==> config.mk <==
export PLATFORM = sky130hd
export DESIGN_NAME = sim_exit_ctrl
export DESIGN_NICKNAME = d
export VERILOG_FILES = /design/src/rtl/sim_exit_ctrl_pkg.sv /design/src/rtl/exit_ch_tracker.sv /design/src/rtl/sim_exit_ctrl.sv
export SDC_FILE = /design/constraint.sdc
export NUM_CORES = 1
export LEC_CHECK = 0
export CORE_MARGIN = 2
export CORE_UTILIZATION = 43
export CTS_CLUSTER_SIZE = 30
export DETAILED_ROUTE_END_ITERATION = 7
export DONT_BUFFER_PORTS = 1
export PLACE_DENSITY = 0.62
export SYNTH_ARGS = -nofsm -noshare
export SYNTH_HDL_FRONTEND = slang
export SYNTH_HIERARCHICAL = 1
export SYNTH_SLANG_ARGS = --single-unit
==> constraint.sdc <==
create_clock -name clk_i -period 2.99 [get_ports clk_i]
set_input_delay 0.4485 -clock clk_i [delete_from_list [all_inputs] [get_ports clk_i]]
set_output_delay 0.4485 -clock clk_i [all_outputs]
set_load 0.01 [all_outputs]
==> src/rtl/sim_exit_ctrl_pkg.sv <==
// Shared types for the simulation run-control block.
package sim_exit_ctrl_pkg;

  // Run-control sequence: hold the system in reset, run it, then freeze the verdict.
  typedef enum logic [1:0] {
    HOLD = 2'd0,
    RUN  = 2'd1,
    DONE = 2'd2
  } exit_state_e;

endpackage

==> src/rtl/exit_ch_tracker.sv <==
// Per-channel exit bookkeeping: remembers whether the channel has exited and
// whether it exited with a failing value. Only the first strobe is taken.
module exit_ch_tracker (
  input  logic clk_i,
  input  logic rst_ni,
  input  logic run,
  input  logic en,
  input  logic valid,
  input  logic nz,
  output logic exited,
  output logic fail,
  output logic accept,
  output logic fail_pulse
);

  // A strobe counts only while running, on an enabled channel that has not yet exited.
  always_comb begin
    accept     = run & en & valid & ~exited;
    fail_pulse = accept & nz;
  end

  // Sticky exited/fail bits; they only clear on reset.
  always_ff @(posedge clk_i or negedge rst_ni) begin
    if (!rst_ni) begin
      exited <= 1'b0;
      fail   <= 1'b0;
    end else begin
      if (accept)     exited <= 1'b1;
      if (fail_pulse) fail   <= 1'b1;
    end
  end

endmodule

==> src/rtl/sim_exit_ctrl.sv <==
// Run-control for the simulation harness: sequences system reset release,
// latches the boot straps, collects per-channel exits, runs a cycle-budget
// watchdog and reports a single registered pass/fail/timeout verdict.
module sim_exit_ctrl
  import sim_exit_ctrl_pkg::*;
#(
  parameter int N_CH              = 2,
  parameter int VALUE_W           = 32,
  parameter int CNT_W             = 32,
  parameter int RESET_WAIT_CYCLES = 50,
  parameter int STOP_ON_FAIL      = 1
) (
  input  logic                                      clk_i,
  input  logic                                      rst_ni,
  input  logic                                      boot_select_i,
  input  logic                                      execute_from_flash_i,
  input  logic [N_CH-1:0]                           ch_en_i,
  input  logic [CNT_W-1:0]                          max_cycles_i,
  input  logic [N_CH-1:0]                           exit_valid_i,
  input  logic [N_CH*VALUE_W-1:0]                   exit_value_i,
  output logic                                      sys_rst_no,
  output logic                                      boot_select_o,
  output logic                                      execute_from_flash_o,
  output logic [CNT_W-1:0]                          cycle_cnt_o,
  output logic                                      done_o,
  output logic                                      pass_o,
  output logic                                      timeout_o,
  output logic [N_CH-1:0]                           fail_mask_o,
  output logic [VALUE_W-1:0]                        exit_code_o,
  output logic [((N_CH > 1) ? $clog2(N_CH) : 1)-1:0] exit_ch_o
);

  localparam int CH_W   = (N_CH > 1) ? $clog2(N_CH) : 1;
  localparam int WAIT_W = (RESET_WAIT_CYCLES > 1) ? $clog2(RESET_WAIT_CYCLES) : 1;
  localparam logic [WAIT_W-1:0] WAIT_LAST = WAIT_W'(RESET_WAIT_CYCLES - 1);

  exit_state_e         state;
  logic [WAIT_W-1:0]   wait_cnt;
  logic [N_CH-1:0]     en_q;
  logic [CNT_W-1:0]    budget_q;

  logic                run;
  logic [N_CH-1:0]     value_nz;
  logic [N_CH-1:0]     exited;
  logic [N_CH-1:0]     accept;
  logic [N_CH-1:0]     fail_pulse;
  logic                all_exit;
  logic                stop_fail;
  logic                wd_hit;
  logic [CH_W-1:0]     first_idx;
  logic [VALUE_W-1:0]  first_val;

  assign run = (state == RUN);

  // One tracker per channel; its fail bit is the registered fail mask.
  for (genvar k = 0; k < N_CH; k++) begin : g_ch
    assign value_nz[k] = |exit_value_i[k*VALUE_W +: VALUE_W];

    exit_ch_tracker u_trk (
      .clk_i      (clk_i),
      .rst_ni     (rst_ni),
      .run        (run),
      .en         (en_q[k]),
      .valid      (exit_valid_i[k]),
      .nz         (value_nz[k]),
      .exited     (exited[k]),
      .fail       (fail_mask_o[k]),
      .accept     (accept[k]),
      .fail_pulse (fail_pulse[k])
    );
  end

  // Completion conditions; an empty enable mask can never complete by exits.
  always_comb begin
    all_exit  = (en_q != '0) && (((exited | accept) & en_q) == en_q);
    stop_fail = (STOP_ON_FAIL != 0) && (fail_pulse != '0);
    wd_hit    = (budget_q != '0) && (cycle_cnt_o >= budget_q);
  end

  // Lowest-index failing channel this cycle (scan high to low so low wins).
  always_comb begin
    first_idx = '0;
    first_val = '0;
    for (int k = N_CH - 1; k >= 0; k--) begin
      if (fail_pulse[k]) begin
        first_idx = CH_W'(k);
        first_val = exit_value_i[k*VALUE_W +: VALUE_W];
      end
    end
  end

  // Run-control FSM with registered outputs; an exit that completes the run
  // takes precedence over a watchdog hit in the same cycle.
  always_ff @(posedge clk_i or negedge rst_ni) begin
    if (!rst_ni) begin
      state                <= HOLD;
      wait_cnt             <= '0;
      en_q                 <= '0;
      budget_q             <= '0;
      sys_rst_no           <= 1'b0;
      boot_select_o        <= 1'b0;
      execute_from_flash_o <= 1'b0;
      cycle_cnt_o          <= '0;
      done_o               <= 1'b0;
      pass_o               <= 1'b0;
      timeout_o            <= 1'b0;
      exit_code_o          <= '0;
      exit_ch_o            <= '0;
    end else begin
      case (state)
        HOLD: begin
          if (wait_cnt == WAIT_LAST) begin
            state                <= RUN;
            sys_rst_no           <= 1'b1;
            boot_select_o        <= boot_select_i;
            execute_from_flash_o <= execute_from_flash_i;
            en_q                 <= ch_en_i;
            budget_q             <= max_cycles_i;
          end else begin
            wait_cnt <= wait_cnt + 1'b1;
          end
        end
        RUN: begin
          if ((fail_pulse != '0) && (fail_mask_o == '0)) begin
            exit_code_o <= first_val;
            exit_ch_o   <= first_idx;
          end
          if (all_exit || stop_fail) begin
            state  <= DONE;
            done_o <= 1'b1;
            pass_o <= ((fail_mask_o | fail_pulse) == '0);
          end else if (wd_hit) begin
            state     <= DONE;
            done_o    <= 1'b1;
            timeout_o <= 1'b1;
            pass_o    <= 1'b0;
          end else if (cycle_cnt_o != '1) begin
            cycle_cnt_o <= cycle_cnt_o + 1'b1;
          end
        end
        DONE: begin
          state <= DONE;
        end
        default: state <= HOLD;
      endcase
    end
  end

endmodule
==> impl_metrics.yaml, run 1 <==
placement:
  buffer_ports.inserted: 0
  detailedPlace.worstSlack_ns: 0.02494
  place_hpwl_mm: 11.47
  dpl-instance-area_sq_um: 6399
  finalWeightedCongestion: 0.9223
drt:
  drc_violations_left: 0
  detail_route.first_pass.iterations: 8
  post_detailed_route_count_of_antenna_violating_nets: 0
  post_drt_wl_per_cell_um: 18.65
  detail_route.wirelength_mm: 15.11
  initialDrtViolationCount: 250
  via_per_inst: 5.783
  num_vias: 4684
clock_network:
  clock_path_buffers: 2
  post_cts_buffers: 0
  clk_pin_slew_worst_paths_ns: 0.06
  cts_root_buf: "sky130_fd_sc_hd__clkbuf_16"
  cts-buffers-inserted: 17
  clk-insertion-delay-late_ns: 0.41
  htreeDepth: 4
  post_cts_repair_resize_count: 0
  tritoncts: "built"
  numClockSinks: 117
sta:
  holdWs_ns: -0.2736
  finalSetupViolCount: 0
  fin_setup_tns_ns: 0
  worst_clock_skew_ns: 0.006861
  fmax_mhz: 358.8
  final_max_slew_viol_count: 0
  relSlewSlack_pct: 64.71
  timing.final.ws_setup_ns: 0.2033
  setup_repair_after_global_routing_missed_its_margin: "false"
  tightest_slew_ns: 0.5245
  timing.final.crit_share_pct: 93.20
  report.final.hold_viol_count: 117
  min_period_ns: 2.787
synth:
  synth_top_area_share_pct: 48.22
  synthesis.nets: 736
  synth_largest_area_cell: "sky130_fd_sc_hd__dfrtp_1"
  synthDistinctLibCells: 54
  ys_seq_area_share_pct: 48.22
  synthesis.yosys.warnings: 6
  synth-seq-cells: 117
  netlist_area_pre_place_sq_um: 6072
  synthFlopType: "sky130_fd_sc_hd__dfrtp_1"
  post_synth_inst_count: 595
  post_synth.cell_area_avg_sq_um: 10.21
  synth_enable_flop_cells: 0
  post_synth_main_area_contributors: "sky130_fd_sc_hd__dfrtp_1 (48%), sky130_fd_sc_hd__ha_1 (7.6%), sky130_fd_sc_hd__a222oi_1 (5.3%)"
  postSynth.asyncResetShare_pct: 100.0
setup_path:
  critical_path_arrival_ns: 3.09
  cp_data_required_time_ns: 3.29
  critical_path.endpoint_type: "flip-flop"
  cp_max_fo: 11
  critical_path_class: "reg2reg"
  setup.worst_path.start_class: "flip-flop"
global_routing:
  globalRouteTotalUtil_pct: 20.52
  grt_start_max_net_pins: 118
  first_global_vias: 4798
  antenna_violations_before_repair: 0
  global_route_wire_length_before_repair_mm: 23.54
  globalRouteOverflowTotal: 0
floorplanning:
  floorplan.initialDensity_pct: 43.91
  floorplan.die.width_um: 122.8
  die_height_um: 122.8
  rows: 43
  ioPinCount: 177
  die_outline_area_sq_um: 15090
  core_sq_um: 13830
power:
  peakVddDrop_mv: 0.3909
  power-per-cell-area_nw_per_um2: 525.9
  p_leak_nw: 3.703
finish:
  antennaDiodeCount: 0
  fillCellCount: 1271
  layout.core_utilization_pct: 50.67
  design_area_final_sq_um: 7007
  area_growth_syn_to_layout_pct: 15.39
  multiInputGateArea_sq_um: 2776
  final_layout_size_suffix_gt1_share_pct: 13.81
  nNetsFinal: 758
  seq_area_sq_um: 2928
min_path:
  worstHoldPathType: "in2async"
job:
  maxCapViolCount: 0
status:
  violated_checks: "hold timing"
  outcome: "complete, but fails checks"
-- kinds of logic (layout without fill, tap and decap cells) --
| kind of cell | Yosys count | in the layout | synth area share, % |
|---|---|---|---|
| AO/OA/AOI/OAI | 103 | 103 | 12.14 |
| XOR/XNOR | 35 | 35 | 5.048 |
| adder cells (fa/ha/maj) | 37 | 37 | 7.624 |
| buffers and inverters | 94 | 129 | 6.244 |
| flip-flops | 117 | 117 | 48.22 |
| multiplexers | 8 | 8 | 1.545 |
| AND/OR/NAND/NOR | 201 | 201 | 19.18 |
-- placed cells by master, fill, tap and decap left out, types with 2 or more instances in the layout --
| cell type | synthesis | layout |
|---|---|---|
| sky130_fd_sc_hd__dfrtp_1 | 117 | 117 |
| sky130_fd_sc_hd__inv_1 | 69 | 69 |
| sky130_fd_sc_hd__nand2_1 | 54 | 54 |
| sky130_fd_sc_hd__o21ai_0 | 37 | 37 |
| sky130_fd_sc_hd__ha_1 | 37 | 37 |
| sky130_fd_sc_hd__xnor2_1 | 35 | 35 |
| sky130_fd_sc_hd__a222oi_1 | 32 | 32 |
| sky130_fd_sc_hd__buf_4 | 4 | 28 |
| sky130_fd_sc_hd__nand4_1 | 26 | 26 |
| sky130_fd_sc_hd__nor4_1 | 25 | 25 |
| sky130_fd_sc_hd__nand3_1 | 21 | 21 |
| sky130_fd_sc_hd__and3_1 | 21 | 21 |
| sky130_fd_sc_hd__clkbuf_16 | 0 | 17 |
| sky130_fd_sc_hd__a21oi_1 | 16 | 16 |
| sky130_fd_sc_hd__nor2_1 | 12 | 11 |
| sky130_fd_sc_hd__nor3b_1 | 5 | 5 |
| sky130_fd_sc_hd__mux2_2 | 5 | 5 |
| sky130_fd_sc_hd__and4_1 | 5 | 5 |
| sky130_fd_sc_hd__and2_1 | 5 | 5 |
| sky130_fd_sc_hd__clkinv_4 | 0 | 5 |
| sky130_fd_sc_hd__or2_2 | 4 | 4 |
| sky130_fd_sc_hd__nor3_1 | 4 | 4 |
| sky130_fd_sc_hd__nand3_2 | 3 | 3 |
| sky130_fd_sc_hd__a21o_1 | 3 | 3 |
| sky130_fd_sc_hd__bufinv_16 | 0 | 3 |
| sky130_fd_sc_hd__clkinvlp_4 | 0 | 3 |
| sky130_fd_sc_hd__a211oi_1 | 2 | 2 |
| sky130_fd_sc_hd__and4_4 | 2 | 2 |
| sky130_fd_sc_hd__mux2_1 | 2 | 2 |
| sky130_fd_sc_hd__inv_6 | 0 | 2 |
| sky130_fd_sc_hd__and4b_1 | 2 | 2 |
| sky130_fd_sc_hd__a31o_2 | 2 | 2 |
-- Yosys cell counts (2+ instances only) --
cell type	count
sky130_fd_sc_hd__dfrtp_1	117
sky130_fd_sc_hd__inv_1	69
sky130_fd_sc_hd__nand2_1	54
sky130_fd_sc_hd__ha_1	37
sky130_fd_sc_hd__o21ai_0	37
sky130_fd_sc_hd__xnor2_1	35
sky130_fd_sc_hd__a222oi_1	32
sky130_fd_sc_hd__nand4_1	26
sky130_fd_sc_hd__nor4_1	25
sky130_fd_sc_hd__and3_1	21
sky130_fd_sc_hd__nand3_1	21
sky130_fd_sc_hd__a21oi_1	16
sky130_fd_sc_hd__clkbuf_1	16
sky130_fd_sc_hd__nor2_1	12
sky130_fd_sc_hd__and2_1	5
sky130_fd_sc_hd__and4_1	5
sky130_fd_sc_hd__mux2_2	5
sky130_fd_sc_hd__nor3b_1	5
sky130_fd_sc_hd__buf_4	4
sky130_fd_sc_hd__nor3_1	4
sky130_fd_sc_hd__or2_2	4
sky130_fd_sc_hd__a21o_1	3
sky130_fd_sc_hd__buf_2	3
sky130_fd_sc_hd__nand3_2	3
sky130_fd_sc_hd__a211oi_1	2
sky130_fd_sc_hd__a31o_2	2
sky130_fd_sc_hd__and4_4	2
sky130_fd_sc_hd__and4b_1	2
sky130_fd_sc_hd__mux2_1	2
sky130_fd_sc_hd__o21ai_1	2
-- power breakdown --
| part | total [mW] | switching (mW) | internal [mW] |
|---|---|---|---|
| Sequential | 1.59 | 0 | 1.59 |
| Clock | 2.07 | 0.752 | 1.32 |
| Combinational | 0.0280 | 0.0142 | 0.0137 |
| Total | 3.68 | 0.766 | 2.92 |
-- cell type report --
class                           instances  area share [%]
Tap cell                              180           3.214
Multi-Input combinational cell        384           39.62
Sequential cell                       117           41.79
Clock buffer                           18           6.125
Timing Repair Buffer                   28           3.000
Inverter                               69           3.696
Clock inverter                         14           2.554
-- critical path, cell delays in order, from the launching register on --
cell,delay [ns]
sky130_fd_sc_hd__dfrtp_1,0.38
sky130_fd_sc_hd__inv_1,0.07
sky130_fd_sc_hd__ha_1,0.31
sky130_fd_sc_hd__a21oi_1,0.16
sky130_fd_sc_hd__nand2_1,0.06
sky130_fd_sc_hd__a2111oi_0,0.49
sky130_fd_sc_hd__o21ai_1,0.24
sky130_fd_sc_hd__a21oi_4,0.33
sky130_fd_sc_hd__buf_4,0.24
sky130_fd_sc_hd__nand2_2,0.08
sky130_fd_sc_hd__mux2_4,0.29
-- stage by stage --
| stage | cells | power (mW) | hold WS, ns |
|---|---|---|---|
| floorplan | 595 | 1.637 | 0.1529 |
| global placement | 778 | 1.642 | 0.1560 |
| detailed placement | 778 | 1.644 | 0.1566 |
| CTS | 810 | 3.729 | -0.2884 |
| global route | 810 | 3.813 | -0.2971 |
| finish | 810 | 3.685 | -0.2736 |
-- flip-flops by register name, indices dropped and copies added (netlist names) --
| register | cells |
|---|---|
| boot_select_o | 1 |
| budget_q | 32 |
| cycle_cnt_o | 32 |
| done_o | 1 |
| en_q | 2 |
| execute_from_flash_o | 1 |
| exit_ch_o | 1 |
| exit_code_o | 32 |
| g_ch.u_trk/exited | 2 |
| g_ch.u_trk/fail | 2 |
| pass_o | 1 |
| state | 2 |
| sys_rst_no | 1 |
| timeout_o | 1 |
| wait_cnt | 6 |
-- final timing paths --
check / cells after the start / from / slack (ns) / end
max: 10 / budget_q[14] / 0.20 / cycle_cnt_o[1]
max in group asynchronous: 0 / rst_ni / 3.09 / exit_code_o[28]
min in group clk_i: 2 / max_cycles_i[14] / 0.15 / budget_q[14]
min reg2reg: 1 / state[1] / 0.48 / state[1]
min: 0 / rst_ni / -0.27 / budget_q[18]
max reg2reg: 10 / budget_q[14] / 0.20 / cycle_cnt_o[1]
-- per-layer routing --
metal / wire [um] / GRT usage [%]
met1: 5852 / 23.22
met4: 489 / 10.13
met3: 1240 / 7.621
met2: 7524 / 34.01
met5: 0 / 0
Power figures use the tool's default switching activity.
==> run 2: changes to the inputs <==
==> constraint.sdc (replaced) <==
create_clock -name clk_i -period 2.99 [get_ports clk_i]
set_input_delay 0.897 -clock clk_i [delete_from_list [all_inputs] [get_ports clk_i]]
set_output_delay 0.897 -clock clk_i [all_outputs]
set_load 0.01 [all_outputs]
==> run 2 against run 1 <==
Compared with the run above: the flow now finishes without violations; clock-buffer cell count grew 4; die area unchanged; utilization increased by 0.36 points; sequential power barely moved; critical path depth stayed put; final cell count rose by 0.49%; sequential share of layout area down 0.30 points; via count grew 0.41%; critical endpoint is now cycle_cnt_o[31]; highest routed layer is now met5.
==> impl_metrics.yaml, run 2 (synthesis gave the netlist of run 1 again) <==
status:
  outcome: "completed"
global_routing:
  global_route_wire_length_before_repair_mm: 25.18
  globalRouteOverflowTotal: 0
  antenna_violations_before_repair: 1
  globalRouteTotalUtil_pct: 22.12
  grt_start_max_net_pins: 118
  first_global_vias: 4999
power:
  power-per-cell-area_nw_per_um2: 481.2
  p_leak_nw: 3.736
  peakVddDrop_mv: 0.3675
clock_network:
  htreeDepth: 4
  cts-buffers-inserted: 17
  post_cts_repair_resize_count: 0
  ctsHoldBuffers: 0
  clk_pin_slew_worst_paths_ns: 0.05
  clk-insertion-delay-late_ns: 0.41
  clock_path_buffers: 2
  cts_root_buf: "sky130_fd_sc_hd__clkbuf_16"
  numClockSinks: 117
  tritoncts: "built"
  post_cts_buffers: 0
sta:
  timing.final.crit_share_pct: 94.38
  setup_repair_after_global_routing_missed_its_margin: "false"
  final_max_slew_viol_count: 0
  report.final.hold_viol_count: 0
  finalSetupViolCount: 0
  min_period_ns: 2.822
  worst_clock_skew_ns: 0.009184
  relSlewSlack_pct: 61.73
  fmax_mhz: 354.4
  timing.final.ws_setup_ns: 0.1682
  tightest_slew_ns: 0.5728
drt:
  post_drt_wl_per_cell_um: 19.51
  drc_violations_left: 0
  initialDrtViolationCount: 421
  post_detailed_route_count_of_antenna_violating_nets: 0
  detail_route.wirelength_mm: 15.88
  num_vias: 4703
  via_per_inst: 5.778
  detail_route.first_pass.iterations: 6
setup_path:
  cp_max_fo: 4
  critical_path.endpoint_type: "flip-flop"
  setup.worst_path.start_class: "primary input"
  worstPathCellList: "nor4_2 > nand4_1 > or2_2 > and2_1 > nor3_1 > buf_4 > nand2_2 > nor3b_1 > nand4_1 > mux2_1"
  timing.critical_path.mode_cell: "sky130_fd_sc_hd__nand4_1"
  cpPeakStageDelay_ns: 0.35
  critical_path_class: "in2reg"
  critical_path_arrival_ns: 3.11
  cpMaxStageDelayCell: "sky130_fd_sc_hd__nor4_2"
  cp_data_required_time_ns: 3.28
placement:
  finalWeightedCongestion: 0.9665
  buffer_ports.inserted: 0
  detailedPlace.worstSlack_ns: -0.3832
  place_hpwl_mm: 11.98
min_path:
  worstHoldPathType: "in2async"
floorplanning:
  floorplan.die.width_um: 122.8
  ioPinCount: 177
  floorplan.initialDensity_pct: 43.91
  die_height_um: 122.8
  core_sq_um: 13830
  rows: 43
  die_outline_area_sq_um: 15090
finish:
  layout.core_utilization_pct: 51.04
  nNetsFinal: 766
  final_layout_size_suffix_gt1_share_pct: 15.30
  area_growth_syn_to_layout_pct: 16.22
  seq_area_sq_um: 2928
  multiInputGateArea_sq_um: 2810
  most_common_library_cell_in_the_layout_ignoring_fill_and_taps: "sky130_fd_sc_hd__dfrtp_1"
  final_cell_mix: "sky130_fd_sc_hd__dfrtp_1 (117), sky130_fd_sc_hd__inv_1 (69), sky130_fd_sc_hd__nand2_1 (53), sky130_fd_sc_hd__o21ai_0 (37), sky130_fd_sc_hd__ha_1 (37)"
  fillCellCount: 1251
  antennaDiodeCount: 0
  largest_registers: "budget_q x32, cycle_cnt_o x32, exit_code_o x32"
job:
  maxCapViolCount: 0
run 2: layout make-up:
class | instances | share of cell area, %
sequential | 117 | 41.49
multi-input combinational | 384 | 39.82
clock buffer | 22 | 6.862
timing repair buffer | 36 | 4.539
inverter | 69 | 3.670
tap | 180 | 3.191
clock inverter | 6 | 0.4255
run 2: path summary, 6_finish.rpt:
| kind | depth (start not counted) | startpoint | slack, ns | to |
|---|---|---|---|---|
| max reg2reg | 8 | cycle_cnt_o[28] | 0.31 | state[1] |
| min in group clk_i | 1 | g_ch[1].u_trk/exited | 0.49 | g_ch[1].u_trk/exited |
| min | 0 | rst_ni | 0.18 | cycle_cnt_o[14] |
| min reg2reg | 1 | g_ch[1].u_trk/exited | 0.49 | g_ch[1].u_trk/exited |
| max | 10 | exit_value_i[30] | 0.17 | cycle_cnt_o[31] |
| max in group asynchronous | 0 | rst_ni | 2.61 | state[0] |
run 2: through the flow:
stage          instance area (sq um)  total power, mW  TNS [ns]  cells  hold WS [ns]
3_5_place_dp                    6511            1.644    -10.40    786        0.4804
3_3_place_gp                    6511            1.642    -10.62    786        0.4687
6_report                        7057            3.396         0    814        0.1827
5_1_grt                         7057            3.516         0    814        0.1587
4_1_cts                         7025            3.432         0    814        0.1655
2_1_floorplan                   6075            1.637         0    595        0.4581
run 2: power breakdown:
part | leakage, nW | internal, mW | total [mW] | switching [mW]
clock | 0.263 | 1.12 | 1.78 | 0.663
combinational | 2.01 | 0.0150 | 0.0285 | 0.0135
sequential | 1.46 | 1.59 | 1.59 | 0
total | 3.74 | 2.72 | 3.40 | 0.676
run 2: critical path, delay by kind of cell:
kind	cells	cell delay [ns]
AND/OR/NAND/NOR	8	1.69
multiplexers	1	0.33
buffers and inverters	1	0.18
run 2: routing by layer:
metal  global-route usage, %  routed length [um]  vias to the layer above
li1                        -                   -                     2219
met1                   24.38                6132                     2260
met2                   38.40                8053                      200
met3                   8.364                1342                       22
met4                   8.621                 337                        2
met5                       0                  13                        -
==> run 3: changes to the inputs <==
--- a/config.mk
+++ b/config.mk
@@ -11,6 +11,7 @@
 export DETAILED_ROUTE_END_ITERATION = 7
 export DONT_BUFFER_PORTS = 1
 export PLACE_DENSITY = 0.62
+export RECOVER_POWER = 50
 export SYNTH_ARGS = -nofsm -noshare
 export SYNTH_HDL_FRONTEND = slang
 export SYNTH_HIERARCHICAL = 1
==> constraint.sdc (replaced) <==
create_clock -name clk_i -period 3.1 [get_ports clk_i]
set_input_delay 0.93 -clock clk_i [delete_from_list [all_inputs] [get_ports clk_i]]
set_output_delay 0.93 -clock clk_i [all_outputs]
set_load 0.01 [all_outputs]
==> run 3 against run 2 <==
Compared with the run above: utilization grew 0.49 points; clock power grew 19%; sequential cell count unchanged; largest cell class unchanged; wire length shrank 2.1%; critical path depth unchanged; global-route usage decreased by 1.2 points; die area stayed put; total power rose by 8.3%; hold slack better by 0.028 ns; clock skew down 0.0015 ns; via count rose by 0.83%; highest routed layer is now met4.
==> impl_metrics.yaml, run 3 (synthesis gave the netlist of run 1 again) <==
status:
  outcome: "completed"
drt:
  detail_route.wirelength_mm: 15.55
  detail_route.first_pass.iterations: 8
  num_vias: 4742
  post_drt_wl_per_cell_um: 19.10
  via_per_inst: 5.826
  drc_violations_left: 0
  post_detailed_route_count_of_antenna_violating_nets: 0
  initialDrtViolationCount: 427
setup_path:
  buffers_and_inverters_on_the_worst_path: 1
  critical_path.endpoint_type: "flip-flop"
  critical_path.reg2reg.startpoint: "budget_q[14]"
  cpMaxStageDelayCell: "sky130_fd_sc_hd__or2_2"
  worstPathCellList: "nor4_2 > nand4_1 > or2_2 > and2_1 > nor3_1 > buf_4 > nand2_1 > nor3b_1 > nand4_1 > mux2_1"
  cp_data_required_time_ns: 3.40
  r2r-end: "cycle_cnt_o[1]"
  cpPeakStageDelay_ns: 0.33
  timing.critical_path.mode_cell: "sky130_fd_sc_hd__nand4_1"
  crit_family: "simple AND/OR/NAND/NOR gates"
  critical_path_class: "in2reg"
  setup.worst_path.start_class: "primary input"
  critical_path_arrival_ns: 3.16
  regToRegSetupSlack_ns: 0.29
  timing.reg2reg.worst_path_depth: 10
  cp_num_cells: 10
  cp_max_fo: 4
placement:
  place_hpwl_mm: 11.47
  finalWeightedCongestion: 0.8854
  buffer_ports.inserted: 0
  dpl-instance-area_sq_um: 6466
  placed_cells_incl_taps: 782
finish:
  final_layout_size_suffix_gt1_share_pct: 14.98
  layout.core_utilization_pct: 51.52
  area_growth_syn_to_layout_pct: 17.33
  design_area_final_sq_um: 7124
  nNetsFinal: 762
  post_layout_nonfiller_instances: 814
  most_common_library_cell_in_the_layout_ignoring_fill_and_taps: "sky130_fd_sc_hd__dfrtp_1"
  antennaDiodeCount: 0
  final_cell_mix: "sky130_fd_sc_hd__dfrtp_1 (117), sky130_fd_sc_hd__inv_1 (69), sky130_fd_sc_hd__nand2_1 (54), sky130_fd_sc_hd__o21ai_0 (37), sky130_fd_sc_hd__ha_1 (37)"
  largest_registers: "budget_q x32, cycle_cnt_o x32, exit_code_o x32"
global_routing:
  grt_start_max_net_pins: 118
  first_global_vias: 4891
  global_route_wire_length_before_repair_mm: 24.07
  globalRouteOverflowTotal: 0
  antenna_violations_before_repair: 0
  globalRouteTotalUtil_pct: 20.87
sta:
  relSlewSlack_pct: 48.50
  setup_repair_after_global_routing_missed_its_margin: "false"
  final_max_slew_viol_count: 0
  report.final.hold_viol_count: 0
  min_period_ns: 2.864
  finalSetupViolCount: 0
  tightest_slew_ns: 0.7706
  worst_clock_skew_ns: 0.007669
  fmax_mhz: 349.2
  timing.final.crit_share_pct: 92.39
clock_network:
  cts_root_buf: "sky130_fd_sc_hd__clkbuf_16"
  numClockSinks: 117
  tritoncts: "built"
  clk-insertion-delay-late_ns: 0.42
  htreeDepth: 4
  ctsHoldBuffers: 0
  clk_pin_slew_worst_paths_ns: 0.06
  cts-buffers-inserted: 17
  clock_path_buffers: 2
floorplanning:
  core_sq_um: 13830
  floorplan.initialDensity_pct: 43.91
  die_outline_area_sq_um: 15090
  floorplan.die.width_um: 122.8
  rows: 43
  die_height_um: 122.8
  ioPinCount: 177
power:
  power-per-cell-area_nw_per_um2: 516.0
  peakVddDrop_mv: 0.3459
  p_leak_nw: 3.752
job:
  maxCapViolCount: 0
min_path:
  worstHoldPathType: "in2async"
==> run 3: cell count changes in the layout (fill, tap and decap cells not counted), sizes merged <==
cell / change
buf: -4
bufinv: +4
clkbuf: -4
clkinv: -2
clkinvlp: +3
inv: +3
==> run 3: cell type report <==
type / count / area [sq um]
Tap cell: 180 / 225.2
Timing Repair Buffer: 32 / 277.8
Clock inverter: 14 / 200.2
Clock buffer: 18 / 439.2
Inverter: 69 / 259.0
Multi-Input combinational cell: 384 / 2795
Fill cell: 1245 / 6703
Sequential cell: 117 / 2928
==> run 3: worst max path at each step <==
stage                       to             start
2_1_floorplan  cycle_cnt_o[31]   exit_value_i[5]
3_3_place_gp   cycle_cnt_o[31]  exit_value_i[37]
3_5_place_dp   cycle_cnt_o[31]  exit_value_i[37]
4_1_cts        cycle_cnt_o[31]  exit_value_i[37]
5_1_grt        cycle_cnt_o[31]  exit_value_i[37]
6_report       cycle_cnt_o[31]  exit_value_i[37]
==> run 3: per-stage QoR <==
step           hold slack (ns)  power (mW)  setup slack [ns]  setup TNS (ns)
6_report                0.2107       3.676            0.2360               0
5_1_grt                 0.1888       3.787           0.03114               0
4_1_cts                 0.1975       3.705            0.1783               0
3_5_place_dp            0.4762       1.585           -0.2489          -1.721
3_3_place_gp            0.4676       1.583           -0.2692          -2.713
2_1_floorplan           0.4581       1.579           0.06876               0
==> run 3: per-layer routing <==
metal	global-route usage [%]	share of wire [%]	vias up
met5	0	0	-
met4	7.759	2.4	0
met3	7.900	8.9	21
met2	36.15	50	223
met1	23.23	39	2279
li1	-	-	2219
==> run 3: power breakdown <==
group | internal, mW | switching, mW
combinational | 0.0138 | 0.0129
sequential | 1.53 | 0
clock | 1.37 | 0.744
==> run 3: what timing repair did <==
| item | 4_1_cts | 5_1_grt |
|---|---|---|
| resized for setup | 0 | 3 |
| hold endpoints to repair | 0 | 0 |
| buffers inserted | 0 | 0 |
| setup endpoints to repair | 0 | 1 |
